**src/rtl/alu_writeback_stage.sv**
```systemverilog
// ALU writeback buffer: one-entry skid between ALU and register file that
// evaluates the condition code against the architectural NZCV flags.
module alu_writeback_stage #(
  parameter int unsigned W = 8
) (
  input  logic         clk,
  input  logic         reset_n,
  input  logic         in_valid,
  output logic         in_ready,
  input  logic [W-1:0] in_result,
  input  logic         in_n,
  input  logic         in_z,
  input  logic         in_co,
  input  logic         in_ovf,
  input  logic [3:0]   in_cond,
  input  logic         in_set_flags,
  input  logic [3:0]   in_rd,
  output logic         out_valid,
  input  logic         out_ready,
  output logic [W-1:0] out_result,
  output logic [3:0]   out_rd,
  output logic         out_we,
  output logic [3:0]   flags,
  output logic [7:0]   skip_count
);

  logic f_n, f_z, f_c, f_v;
  logic pass;
  logic accept;

  assign f_n = flags[3];
  assign f_z = flags[2];
  assign f_c = flags[1];
  assign f_v = flags[0];

  assign in_ready = ~out_valid | out_ready;
  assign accept   = in_valid & in_ready;

  // Condition is judged on the flags as they stand before this instruction.
  always_comb begin
    pass = 1'b0;
    case (in_cond)
      4'd0:  pass = f_z;
      4'd1:  pass = ~f_z;
      4'd2:  pass = f_c;
      4'd3:  pass = ~f_c;
      4'd4:  pass = f_n;
      4'd5:  pass = ~f_n;
      4'd6:  pass = f_v;
      4'd7:  pass = ~f_v;
      4'd8:  pass = f_c & ~f_z;
      4'd9:  pass = ~f_c | f_z;
      4'd10: pass = (f_n == f_v);
      4'd11: pass = (f_n != f_v);
      4'd12: pass = ~f_z & (f_n == f_v);
      4'd13: pass = f_z | (f_n != f_v);
      4'd14: pass = 1'b1;
      default: pass = 1'b0;
    endcase
  end

  always_ff @(posedge clk) begin
    if (!reset_n) begin
      out_valid  <= 1'b0;
      out_result <= '0;
      out_rd     <= '0;
      out_we     <= 1'b0;
      flags      <= '0;
      skip_count <= '0;
    end else if (accept) begin
      out_valid  <= 1'b1;
      out_result <= in_result;
      out_rd     <= in_rd;
      out_we     <= pass;
      if (pass && in_set_flags)
        flags <= {in_n, in_z, in_co, in_ovf};
      // Failed entries still occupy the buffer to keep writeback order.
      if (!pass && skip_count != 8'hFF)
        skip_count <= skip_count + 8'd1;
    end else if (out_ready) begin
      out_valid <= 1'b0;
    end
  end

endmodule

```
**config.mk**
```make
export PLATFORM = sky130hd
export DESIGN_NAME = alu_writeback_stage
export DESIGN_NICKNAME = d
export VERILOG_FILES = /design/src/rtl/alu_writeback_stage.sv
export SDC_FILE = /design/constraint.sdc
export NUM_CORES = 1
export LEC_CHECK = 0
export BUFFER_PORTS_ARGS = -buffer_cell sky130_fd_sc_hd__buf_2
export CORE_MARGIN = 1
export CORE_UTILIZATION = 51
export CTS_CLUSTER_SIZE = 16
export DETAILED_ROUTE_END_ITERATION = 16
export GPL_TIMING_DRIVEN = 0
export HOLD_SLACK_MARGIN = 0.12
export PLACE_DENSITY = 0.87
export SYNTH_ARGS = -nofsm -noshare
export SYNTH_HDL_FRONTEND = slang
export SYNTH_SLANG_ARGS = --single-unit
```
**constraint.sdc**
```tcl
create_clock -name clk -period 4.41 [get_ports clk]
set_clock_uncertainty 0.1 [all_clocks]
set_input_delay 0.882 -clock clk [delete_from_list [all_inputs] [get_ports clk]]
set_output_delay 0.882 -clock clk [all_outputs]
set_load 0.05 [all_outputs]
```
Yosys cells after proc, flatten, opt, wreduce, memory -nomap -nowiden. Index checks and enable logic that the tools add are counted.

Output and inout bits: 27. Bits in registers: 26. Logic and storage cells: 45. Input port bits: 25.

Add/sub/neg operators: 1. Muxes and demuxes: 3. Bitwise logic cells: 11. Equality and inequality tests: 17. Reduce and logical (&&, ||, !) cells: 7.

Operators by type and width (number): 4-bit equality test (second input constant) (7); 4-bit by 3-bit equality test with 1-bit output (second input constant) (4); 1-bit one-hot mux with 15 select lines (1); 8-bit by 1-bit adder with 8-bit output (second input constant) (1); 4-bit by 2-bit equality test with 1-bit output (second input constant) (2); 8-bit inequality test (second input constant) (1); 1-bit inverter (5); 4-bit by 1-bit equality test with 1-bit output (second input constant) (1); 4-bit zero test (1); 2-bit AND reduction (2); 1-bit bitwise AND (3); 1-bit OR (3); 1-bit logical AND (2); 1-bit two-way mux (2); 2-bit nonzero test (1); 1-bit equality test (1); 1-bit zero test (1); 1-bit inequality test (1).

Logic depth before layout (Yosys ltp).
Depth after elaboration: 6. Depth in mapped cells: 8. Gate-level depth less buffers: 7.

Worst setup path after synthesis. Ideal clock, no wire load.

Path type: input -> register. Start: in in_cond[2]. End: reg skip_count[7]. Path buffers: 2. Data arrival time: 2.798 ns. Library setup time: 0.115 ns. Slack: 1.397 ns. Cell stages on the path: 8. Required time: 4.195 ns. Cells stage by stage: buf_2 and3b_1 a211o_1 a32o_1 or4_4 buf_6 o31a_1 o21a_1.

Longest elaborated chain between the ends: 5. Elaborated cells on any way between the ends: 19. Classes of those cells: eq/ne: 14; mux: 1; reduce/logical: 4.

RTL lines: start: declaration (RTL line 15) `input logic [3:0] in_cond,`; 4-bit equality test, or another cell as far along (RTL line 42) `case (in_cond)`; 1-bit one-hot mux with 15 select lines (*) (RTL line 42); 1-bit zero test (*) (RTL line 78) `if (!pass && skip_count != 8'hFF)`; 1-bit logical AND (*) (RTL line 78); 2-bit AND reduction (no source line) (*); end signal: assignment (RTL line 79) `skip_count <= skip_count + 8'd1;`; end: declaration (RTL line 24) `output logic [7:0] skip_count`.

Every way passes the cells marked *; elsewhere a longest branch is shown, timed or not. A chain may end at the register's enable or synchronous reset.

Worst setup path after layout.
Start: in in_cond[0]. End: reg skip_count[7].

The elaborated chain is that of the path after synthesis.

==> metrics.txt <==
Initial DRC Count=36; Simple-Gate Fraction of Synth Area=26.68%; initial antenna violation count=0; drt drc=0; post-CTS setup buffer count=0; CP startpoint kind=input pin; vias in the first global route=1173; Synth cell types=39; PwrDens=308.0 nW/µm²; Max Clk Rate=342.3 MHz; drt total wl=3.031 mm; total clock buffers created by CTS=3; Slowest-stage cell, CP=or4_4; num ports=52; reg-to-reg slack, setup=1.87 ns; reg2reg end=skip_count[7]; Synthesized Nets=180; utilization after layout=69.93%; # diodes=0; Total GRT Usage=23.66%; relative slew slack=70.64%; total stage count of the critical path=9; H-tree depth=1; critical path type=in2reg; compound-gate portion of the synthesized area=19.86%; Hold/Removal Path Class=reg2reg; Avg Vias per Cell=5.415; Resize count post-CTS=0; Synth Area in XOR/XNOR=2.726%; reg-to-reg critical path startpoint=flags[3]; routability cong.=0.7600; post-synthesis mux area share=3.895%; Post-synth top cells=nand2_1, dfxtp_1, a21boi_0; Port Buffer Count=50; CP Capture Type=flop; Worst Tran Pin Value=0.4404 ns; clk sinks=26; Hold Crit Depth=2; Die W=52.20 µm; Overflow after GRT=0; die height=52.20 µm; Critical Path AT=3.05 ns; Yosys top cell area share=40.51%; CTS tree=done; core box area=2297 µm²; Synth Area per Inst=8.344 µm²; Area growth, synth to finish=25.02%; most used cell, CP=buf_6; wire per inst=12.84 µm; final setup vio count=0; status=complete, no violations; mapped cell area=1285 µm²; #FFs+latches synth=26; Worst Path Required=4.54 ns; Worst Hold Launch=out_result[0]; Clock Path Buffers=2; Cells after Synth=154; largest net degree at the start of global routing=15; CTS root buf=clkbuf_4; main combinational cell family by area after synthesis=simple AND/OR/NAND/NOR gates; largest cells by area after synthesis=dfxtp_1, nand2_1, a21boi_0; async set or reset register ratio after synthesis=0%; YS warnings=0; Post-DP HPWL=2.260 mm; row count=17; max incr delay on CP=0.58 ns; Final Hold Violating Endpoints=0; ys flop type=dfxtp_1; vias=1278; worst hold margin=0.3669 ns; clk slew on worst S/H paths=0.14 ns; Final ANT Viol Nets=0; RSZ-0062 raised after global routing=no; Max Cap Viol=0; Slew Limit Fails=0; register area share after synthesis=40.51%; Lkg Pwr=0.7515 nW; share of cells above drive strength 1=29.33%; Final TNS setup=0 ns; final critical-path required period=2.921 ns; CP Max Fanout=10; Post-synth EDFFs=0; Synth area leader=dfxtp_1; # hold bufs at CTS=0; global-route wire length before repair=4.809 mm; peak supply drop=227.9 µV; Clk Latency, worst-skew pair=0.32 ns; CP Cell Sequence=buf_2 > buf_6 > xnor2_1 > a211o_1 > a32o_1 > or4_4 > buf_6 > o31a_1 > o21a_1; Crit path max-delay family=compound AO/OA/AOI/OAI gates; post-synthesis adder-cell area fraction=0.9737%; layout net count=235; fin crit share=66.24%; die area=2724 µm²; worst hold endpoint=out_result[0]; most common cell in the synthesized netlist=nand2_1; Buf/Inv on CP=3; starting density of the core=55.94%; R2R cell count=7; router iterations before antenna repair=4
-- cells by family after synthesis --
kind of cell	count (synthesis)
fa+ha+maj	1
mux	5
simple gates	69
compound gates	35
flops	26
buf+inv	14
xor+xnor	4
-- tightest hold or removal path: cells and delay by family (launching register included) --
family | cells | cell delay (ns)
DFF | 1 | 0.33
and+or+nand+nor | 1 | 0.04
AOI/OAI and AO/OA | 1 | 0.06
-- through the flow --
stage,cells,power (W),setup WS [ns],cell area (µm²)
after global placement,232,0.0003728,1.259,1570
after CTS,236,0.0004966,1.504,1607
after global routing,236,0.0005124,1.475,1607
final,236,0.0004948,1.489,1607
after detailed placement,232,0.0003780,1.184,1570
after floorplan,154,0.0003441,1.397,1285
-- routing by layer --
metal / wire length (µm) / global-route usage, % / vias up
met5: 0 / 0 / -
met4: 29 / 9.649 / 0
met3: 156 / 4.928 / 6
met2: 1573 / 44.66 / 48
met1: 1271 / 25.14 / 586
li1: - / - / 638
-- sequential cells by signal, summed over array words and instances, names as in the netlist --
signal	flops
out_valid	1
out_rd	4
out_result	8
flags	4
skip_count	8
out_we	1
-- how the worst max path moves through the flow --
stage | startpoint | endpoint
final | in_cond[0] | skip_count[7]
after global routing | in_cond[0] | skip_count[7]
after CTS | in_cond[0] | skip_count[7]
after detailed placement | in_cond[0] | skip_count[7]
after global placement | in_cond[0] | skip_count[7]
after floorplan | in_cond[2] | skip_count[7]
-- layout by cell type (no fill, tap or decap), types with 2 or more instances in the layout --
cell and n:
buf_2 51, nand2_1 39, dfxtp_1 26, a21boi_0 13, clkbuf_1 7, o21ai_0 6
mux2i_1 5, or3_1 5, nand3_1 5, inv_1 4, a21boi_1 4, nor2_1 3
and3_1 3, clkbuf_4 3, and2_1 2, buf_6 2, xnor2_1 2, o31ai_1 2
xor2_1 2, nor4_1 2, o21a_1 2
-- where the power goes --
group | internal [W] | switching [W] | total [W]
sequential | 0.000246 | 0.00000785 | 0.000254
clock | 0.0000505 | 0.0000713 | 0.000122
combinational | 0.0000399 | 0.0000792 | 0.000119
total | 0.000336 | 0.000158 | 0.000495
-- layout make-up --
| type | instances | area (µm²) |
|---|---|---|
| clock buffer | 4 | 36.28 |
| timing repair buffer | 50 | 250.2 |
| inverter | 4 | 15.01 |
| tap | 28 | 35.03 |
| fill | 181 | 690.7 |
| multi-input combinational | 114 | 695.7 |
| buffer | 10 | 53.80 |
| sequential | 26 | 520.5 |
(Power assumes the default switching activity.)
